--- src/rtl/arb_req_pkg.sv ---
// Shared types for the two-requester arbiter front end.
// Latency: n/a (types and constants only).
// Backpressure: n/a.
package arb_req_pkg;
    localparam int NUM_CH = 2;

    // One bit per client channel (request, grant, full, overflow).
    typedef logic [NUM_CH-1:0] ch_vec_t;

    // Index of a client channel, carried on out_src.
    typedef logic [$clog2(NUM_CH)-1:0] ch_idx_t;
endpackage

--- src/rtl/req_fifo.sv ---
// Per-client synchronous FIFO holding words until the arbiter grants them.
// Latency: a word pushed at edge N is counted (and readable at the head) from cycle N+1.
// Backpressure: a push is taken when not full, or when a pop frees a slot in the same cycle.
// Ports: clk/reset; push/wdata write side; pop/rdata read side (rdata = current head);
//        count = stored words, full = count==DEPTH, empty = count==0.
module req_fifo #(
    parameter int DATA_W = 8,
    parameter int DEPTH  = 4
) (
    input  logic                       clk,
    input  logic                       reset,
    input  logic                       push,
    input  logic [DATA_W-1:0]          wdata,
    input  logic                       pop,
    output logic [DATA_W-1:0]          rdata,
    output logic [$clog2(DEPTH):0]     count,
    output logic                       full,
    output logic                       empty
);
    localparam int AW = $clog2(DEPTH);
    localparam int CW = AW + 1;

    logic [DATA_W-1:0] mem [DEPTH];
    logic [AW-1:0]     wr_ptr;
    logic [AW-1:0]     rd_ptr;
    logic              wr_en;
    logic              rd_en;

    assign full  = (count == CW'(DEPTH));
    assign empty = (count == '0);
    assign rdata = mem[rd_ptr];

    // A pop in the same cycle frees the slot the push needs, so full alone
    // does not block the write.
    assign rd_en = pop & ~empty;
    assign wr_en = push & (~full | rd_en);

    // Storage carries no reset: stale words are unreachable once count is 0.
    always_ff @(posedge clk) begin
        if (wr_en) begin
            mem[wr_ptr] <= wdata;
        end
    end

    // Pointers wrap DEPTH-1 -> 0 through natural AW-bit overflow.
    always_ff @(posedge clk) begin
        if (reset) begin
            wr_ptr <= '0;
            rd_ptr <= '0;
            count  <= '0;
        end else begin
            if (wr_en) begin
                wr_ptr <= wr_ptr + AW'(1);
            end
            if (rd_en) begin
                rd_ptr <= rd_ptr + AW'(1);
            end
            case ({wr_en, rd_en})
                2'b10:   count <= count + CW'(1);
                2'b01:   count <= count - CW'(1);
                default: count <= count;
            endcase
        end
    end
endmodule

--- src/rtl/arb_req_buffer.sv ---
// Two client FIFOs turned into level-held requests; a granted head word is popped to one output bus.
// Latency: push -> request 1 cycle; grant -> out_valid 1 cycle; one word per cycle sustained.
// Backpressure: full per channel; a push to a full channel not popping that cycle is dropped (sticky overflow).
// Ports: push/push_data0/push_data1 client writes; full, request to clients/arbiter; grant from arbiter;
//        out_valid/out_src/out_data registered pop output; overflow sticky drop flags; err_grant pulse.
module arb_req_buffer
    import arb_req_pkg::*;
#(
    parameter int DATA_W = 8,
    parameter int DEPTH  = 4
) (
    input  logic              clk,
    input  logic              reset,
    input  logic [1:0]        push,
    input  logic [DATA_W-1:0] push_data0,
    input  logic [DATA_W-1:0] push_data1,
    output logic [1:0]        full,
    output logic [1:0]        request,
    input  logic [1:0]        grant,
    output logic              out_valid,
    output logic              out_src,
    output logic [DATA_W-1:0] out_data,
    output logic [1:0]        overflow,
    output logic              err_grant
);
    localparam int CW = $clog2(DEPTH) + 1;

    logic [DATA_W-1:0] head0;
    logic [DATA_W-1:0] head1;
    logic [CW-1:0]     count0;
    logic [CW-1:0]     count1;
    ch_vec_t           empty;
    ch_vec_t           pop;
    ch_vec_t           dropped;

    // Channel 0 wins a double grant; channel 1 simply keeps requesting.
    assign pop[0] = grant[0] & request[0];
    assign pop[1] = grant[1] & request[1] & ~pop[0];

    assign request[0] = (count0 != '0);
    assign request[1] = (count1 != '0);

    assign dropped = push & full & ~pop;

    req_fifo #(.DATA_W(DATA_W), .DEPTH(DEPTH)) u_fifo0 (
        .clk   (clk),
        .reset (reset),
        .push  (push[0]),
        .wdata (push_data0),
        .pop   (pop[0]),
        .rdata (head0),
        .count (count0),
        .full  (full[0]),
        .empty (empty[0])
    );

    req_fifo #(.DATA_W(DATA_W), .DEPTH(DEPTH)) u_fifo1 (
        .clk   (clk),
        .reset (reset),
        .push  (push[1]),
        .wdata (push_data1),
        .pop   (pop[1]),
        .rdata (head1),
        .count (count1),
        .full  (full[1]),
        .empty (empty[1])
    );

    // out_data/out_src hold the last popped word when nothing pops.
    always_ff @(posedge clk) begin
        if (reset) begin
            out_valid <= 1'b0;
            out_src   <= 1'b0;
            out_data  <= '0;
            overflow  <= '0;
            err_grant <= 1'b0;
        end else begin
            out_valid <= |pop;
            if (pop[0]) begin
                out_src  <= 1'b0;
                out_data <= head0;
            end else if (pop[1]) begin
                out_src  <= 1'b1;
                out_data <= head1;
            end
            overflow  <= overflow | dropped;
            err_grant <= |(grant & empty);
        end
    end
endmodule

--- config.mk ---
export PLATFORM = sky130hd
export DESIGN_NAME = arb_req_buffer
export DESIGN_NICKNAME = d
export VERILOG_FILES = /design/src/rtl/arb_req_pkg.sv /design/src/rtl/req_fifo.sv /design/src/rtl/arb_req_buffer.sv
export SDC_FILE = /design/constraint.sdc
export NUM_CORES = 1
export LEC_CHECK = 0
export ABC_AREA = 1
export BUFFER_PORTS_ARGS = -buffer_cell sky130_fd_sc_hd__buf_4
export CAP_MARGIN = 10
export CORE_AREA = 2 2 123 89
export DETAILED_ROUTE_END_ITERATION = 7
export DIE_AREA = 0 0 125 91
export PLACE_DENSITY = 0.61
export REMOVE_ABC_BUFFERS = 1
export SLEW_MARGIN = 20
export SYNTH_ARGS = -nofsm -noshare
export SYNTH_HDL_FRONTEND = slang
export SYNTH_SLANG_ARGS = --single-unit
--- constraint.sdc ---
create_clock -name clk -period 3.1 [get_ports clk]
set_input_delay 0.31 -clock clk [delete_from_list [all_inputs] [get_ports clk]]
set_output_delay 0.31 -clock clk [all_outputs]
set_load 0.005 [all_outputs]
==> results of run 1 <==
[state kept, by name, indices dropped and copies added, names as in the netlist, named ones only]
register / flops
u_fifo0.wr_ptr: 2
u_fifo1.rd_ptr: 2
u_fifo0.rd_ptr: 2
out_valid: 1
u_fifo1.mem: 32
u_fifo0.mem: 32
overflow: 2
u_fifo1.wr_ptr: 2
u_fifo0.count: 3
u_fifo1.count: 3
out_data: 8
out_src: 1
err_grant: 1
[cell usage after synthesis, drive strengths merged]
| cell type | count | area share, % |
|---|---|---|
| fa | 2 | 1.0 |
| ha | 9 | 2.8 |
| o21a | 1 | 0.19 |
| xor2 | 1 | 0.22 |
| clkbuf | 1 | 0.094 |
| o21ai | 20 | 2.5 |
| dfxtp | 31 | 16 |
| nand2 | 122 | 12 |
| nor2 | 39 | 4.0 |
| buf | 13 | 2.1 |
| a21oi | 17 | 2.4 |
| nand4 | 1 | 0.16 |
| o22ai | 1 | 0.16 |
| a21boi | 1 | 0.19 |
| edfxtp | 64 | 48 |
| a31oi | 5 | 0.78 |
| nor3 | 2 | 0.25 |
| inv | 40 | 3.8 |
| nand3 | 30 | 3.9 |
[through the flow]
stage	area (sq um)	util, %	hold slack [ns]	total power (W)
2_1_floorplan	3910	-	0.379	0.00216
3_3_place_gp	4370	43.0	0.452	0.00248
3_5_place_dp	4370	43.0	0.460	0.00250
4_1_cts	4690	46.2	0.172	0.00366
5_1_grt	4690	46.2	0.168	0.00385
6_report	4690	46.2	0.179	0.00363
[routing by layer]
| metal | up-vias | GRT usage, % | part of all wire (%) |
|---|---|---|---|
| met5 | - | 0 | 0 |
| met4 | 0 | 3.89 | 1.0 |
| met3 | 8 | 3.30 | 4.5 |
| met2 | 57 | 21.3 | 43 |
| met1 | 1261 | 20.7 | 51 |
| li1 | 1386 | - | - |
[layout make-up]
| cell class | instances | area (sq um) |
|---|---|---|
| Tap cell | 132 | 165 |
| Sequential cell | 95 | 2540 |
| Clock inverter | 6 | 92.6 |
| Inverter | 40 | 150 |
| Multi-Input combinational cell | 251 | 1220 |
| Clock buffer | 10 | 229 |
| Timing Repair Buffer | 39 | 293 |
| Fill cell | 964 | 5470 |
[power by group]
group	internal (W)	switching [W]
Sequential	0.00152	0.000119
Clock	0.000711	0.000452
Combinational	0.000318	0.000512
Total	0.00254	0.00108
[cells by family (layout without fill, tap and decap cells)]
family | after synthesis | in the layout | synth area share [%]
AO/OA/AOI/OAI | 45 | 45 | 6.22
XOR/XNOR | 1 | 1 | 0.219
adder cells (fa/ha/maj) | 11 | 11 | 3.81
buffers and inverters | 54 | 95 | 5.94
flip-flops | 95 | 95 | 63.5
AND/OR/NAND/NOR | 194 | 194 | 20.3
[how the worst min path moves through the flow]
stage | end | start | slack [ns]
6_report | u_fifo0.mem[1][1] | push_data0[1] | 0.18
4_1_cts | u_fifo0.mem[3][3] | push_data0[3] | 0.17
2_1_floorplan | u_fifo0.count[0] | reset | 0.38
3_5_place_dp | overflow[0] | overflow[0] | 0.46
5_1_grt | u_fifo0.mem[1][3] | push_data0[3] | 0.17
3_3_place_gp | u_fifo0.rd_ptr[1] | u_fifo0.rd_ptr[1] | 0.45
[worst max-delay path: cells and delay by family (launching register included)]
kind	cells	cell delay, ns
adder cells (fa/ha/maj)	2	0.60
flip-flops	1	0.35
AO/OA/AOI/OAI	4	0.46
AND/OR/NAND/NOR	6	0.85
==> flow_metrics.tcl, run 1 <==
set metrics [dict create \
    final_common_cell "nand2_1" \
    reg2reg_to "u_fifo1.count[2]" \
    io_pins 39 \
    routed_via_density 4.73 \
    clockBufferDepth 2 \
    path_clk_slew_ns 0.07 \
    fin_crit_sh_pct 76.7 \
    first_pass_iters 4 \
    grt_pass1_wl_mm 12.8 \
    core_region_area_sq_um 10200 \
    worstPathRequired_ns 3.32 \
    die_h_um 91 \
    slowest_delay_ns 0.38 \
    syn_to_final_growth_pct 17.3 \
    dieWidth_um 125 \
    drv_slew 0 \
    cp-startpoint "u_fifo0.count[0]" \
    reg2reg_depth 12 \
    drc_errors 0 \
    reg2reg_setup_slack_ns 0.72 \
    hp-class "in -> reg" \
    htree_levels 3 \
    drt_iter0_drc 173 \
    holdPathStages 1 \
    outcome "complete, no violations" \
    cp_common_cell "nand2_2" \
    track_usage_pct 14.2 \
    cts_tree "built" \
    gp_congestion 0.778 \
    gr-total-overflow 0 \
    start_util_pct 39.4 \
    dp_hpwl_mm 5.48 \
    finalNetCount 469 \
    min_period_ns 2.38 \
    vias 2712 \
    hold_buffers 0 \
    cts_root_buf "clkbuf_16" \
    cp.arrival_ns 2.59 \
    fp-row-count 31 \
    antenna_found_initial 0 \
    setup_viol 0 \
    vdd_drop_max_uv 467 \
    crit_chain "nor2_4 -> nand2_2 -> nand2_2 -> nand2_2 -> nand2_2 -> nand2_2 -> ha_1 -> fa_1 -> a21oi_1 -> o21ai_0 -> o21ai_0 -> a21oi_1" \
    diodes 0 \
    drv_cap 0 \
    routed_wl_mm 7.73 \
    post-place-ws_ns 0.714 \
    cts_setup_buffers 0 \
    drive_gt1_share_pct 15.4 \
    ys_warn_count 0 \
    setup.worst_path.class "reg -> reg" \
    final_cells 573 \
    hold_violations 0 \
    worst_pin_slew_ns 0.881 \
    grt_setup_unrepaired "false" \
    final_cell_mix "nand2_1 (114), edfxtp_1 (64), buf_4 (39)" \
    layout_setup_ws_ns 0.721 \
    powerDensity_nw_per_um2 773 \
    cp-start-kind "flip-flop" \
    cts_made_buffers 9 \
    fin_setup_tns_ns 0 \
    synth_seq_area_share_pct 63.5 \
    synth.distinct_cells 27 \
    avgSynthCellArea_sq_um 10.0 \
    p_leak_nw 1.94 \
    grt_pass1_vias 2617 \
    wire_per_inst_um 13.5 \
    clock_latency_ns 0.33 \
    cts-resized-gates 0 \
    grt_max_degree 18 \
    ys_seq_elements 95 \
    crit_end "u_fifo1.count[2]" \
    cts.sinks 95 \
    clock-skew-final_ns 0.00626 \
    end_kind "flip-flop" \
    placedCellCount 557 \
    crit_fanout 11 \
    fmax_ghz 0.420 \
    worst_path_max_delay_cell "fa_1" \
    postRouteAntennaNets 0 \
    maxSlewHeadroom_pct 41.1 \
    syn_area_sq_um 4000 \
    reg2reg_from "u_fifo0.count[0]" \
    die-area_sq_um 11400 \
    synthCells 400 \
    io_buffers 38 \
]
Power figures use the tool's default switching activity.
==> inputs of run 2 (changes only) <==
==> constraint.sdc (replaced) <==
create_clock -name clk -period 2.3 [get_ports clk]
set_input_delay 0.23 -clock clk [delete_from_list [all_inputs] [get_ports clk]]
set_output_delay 0.23 -clock clk [all_outputs]
set_load 0.005 [all_outputs]
==> run 2 against run 1 <==
  * Count of clock-buffer cells in the layout did not move
  * Total power rose by 33%
  * Via count rose by 0.88%
  * Fmax rose by 15%
  * Sequential power rose by 33%
  * Critical path type unchanged
==> flow_metrics.tcl, run 2 (synthesis results as in run 1) <==
set metrics [dict create \
    setup_viol 0 \
    clockBufferDepth 2 \
    drv_cap 0 \
    grt_pass1_vias 2530 \
    grt_max_degree 18 \
    drive_gt1_share_pct 19.3 \
    holdCritStartpoint "push_data0[5]" \
    cp-start-kind "flip-flop" \
    vdd_drop_max_uv 611 \
    reg.largest.list "u_fifo0.mem x32, u_fifo1.mem x32, out_data x8" \
    hp-class "in -> reg" \
    cp.arrival_ns 2.29 \
    finalNetCount 484 \
    dp_hpwl_mm 5.41 \
    drv_slew 0 \
    grt_pass1_wl_mm 12.5 \
    cts.sinks 95 \
    holdWs_ns 0.0892 \
    vias 2736 \
    clock_latency_ns 0.34 \
    setup.worst_path.class "reg -> reg" \
    cts_tree "built" \
    multi_input_area_sq_um 1220 \
    syn_to_final_growth_pct 19.5 \
    cts_root_buf "clkbuf_16" \
    reg2reg_depth 12 \
    cts_made_buffers 9 \
    p_int_w 0.00332 \
    track_usage_pct 14.0 \
    first_pass_iters 4 \
    diodes 0 \
    p_seq_share_pct 45.1 \
    die-area_sq_um 11400 \
    core_region_area_sq_um 10200 \
    clock-skew-final_ns 0.0104 \
    end_kind "flip-flop" \
    p_leak_nw 2.01 \
    reg2reg_to "u_fifo1.count[2]" \
    routed_via_density 4.65 \
    hold_end "u_fifo0.mem[2][5]" \
    finalPower_w 0.00482 \
    gr-total-overflow 0 \
    crit_fanout 5 \
    dieWidth_um 125 \
    fillCellCount 960 \
    grt_setup_unrepaired "false" \
    worstPathRequired_ns 2.52 \
    final_common_cell "nand2_1" \
    outcome "complete, no violations" \
    antenna_found_initial 0 \
    htree_levels 3 \
    reg2reg_from "u_fifo0.count[1]" \
    switching_share_pct 31.1 \
    switchingPower_w 0.00150 \
    drt_iter0_drc 115 \
    hold_buffers 0 \
    reg2reg_setup_slack_ns 0.23 \
    fin_crit_sh_pct 90.1 \
    wire_per_inst_um 13.3 \
    post-place-ws_ns 0.0819 \
    drc_errors 0 \
    io_pins 39 \
    fp-row-count 31 \
    final_cell_mix "nand2_1 (114), edfxtp_1 (64), buf_4 (54)" \
    layout_setup_ws_ns 0.227 \
    start_util_pct 39.4 \
    holdPathStages 1 \
    postRouteAntennaNets 0 \
    routed_wl_mm 7.81 \
    seq_area_sq_um 2540 \
    min_period_ns 2.07 \
    powerDensity_nw_per_um2 1010 \
    p_comb_share_pct 25.6 \
    clkPwrFrac_pct 29.3 \
    gp_congestion 0.769 \
    worst_pin_slew_ns 0.455 \
    path_clk_slew_ns 0.07 \
    io_buffers 38 \
    hold_violations 0 \
    fin_setup_tns_ns 0 \
    fmax_ghz 0.482 \
    die_h_um 91 \
    maxSlewHeadroom_pct 69.7 \
]
## run 2: cell types whose count changed in the layout (fill, tap and decap cells not counted), sizes merged
cell,change
buf,+15
bufinv,-2
clkinvlp,+1
inv,+1
## run 2: power groups by stage
stage	clock network [W]	registers, W	logic (W)
after floorplan	0	0.00221	0.000708
after global placement	0	0.00220	0.00120
after detailed placement	0	0.00221	0.00123
after CTS	0.00145	0.00217	0.00123
after global routing	0.00152	0.00220	0.00141
final	0.00141	0.00217	0.00124
## run 2: what timing repair did
item	in CTS	in global routing
hold endpoints to repair	0	0
resized for setup	0	6
setup buffers	0	1
setup endpoints to repair	0	1
## run 2: area by class of cell
class / instances / area share, %
clock buffers: 10 / 5.00
clock inverters: 6 / 1.12
inverters: 40 / 3.14
multi-input cells: 251 / 25.6
flip-flops and latches: 95 / 53.2
well taps: 132 / 3.45
repair buffers: 54 / 8.48
## run 2: worst max-delay path by stage
stage,start,to,slack (ns),cells after the start
after floorplan,u_fifo0.count[0],u_fifo1.count[2],0.17,12
after global placement,u_fifo1.count[0],u_fifo1.count[2],0.17,11
after detailed placement,u_fifo1.count[0],u_fifo1.count[2],0.08,11
after CTS,u_fifo1.count[0],u_fifo1.count[2],0.08,11
after global routing,u_fifo0.count[1],u_fifo1.count[2],0.01,12
final,u_fifo0.count[1],u_fifo1.count[2],0.23,12
## run 2: per-stage QoR
stage	cells	area, sq um	utilization, %
final	588	4780	47.1
after global routing	588	4780	47.1
after CTS	587	4770	46.9
after detailed placement	571	4480	44.1
after global placement	571	4480	44.1
after floorplan	386	3910	-
## run 2: per-layer routing
layer	global-route usage [%]	share of wire, %	vias up
met3	3.18	4.5	2
met1	19.7	50	1258
li1	-	-	1416
met5	0	0	-
met2	21.5	45	60
met4	4.44	0.53	0
## run 2: critical path, stage by stage, from the launching register on
cell     delay [ns]
dfxtp_1        0.34
nor2_4         0.14
nand2_2        0.09
nand2_2        0.08
nand2_2        0.06
nand2_2        0.10
nand2_2        0.10
ha_1           0.23
fa_1           0.39
a21oi_1        0.15
o21ai_1        0.10
o21ai_1        0.13
a21oi_1        0.05
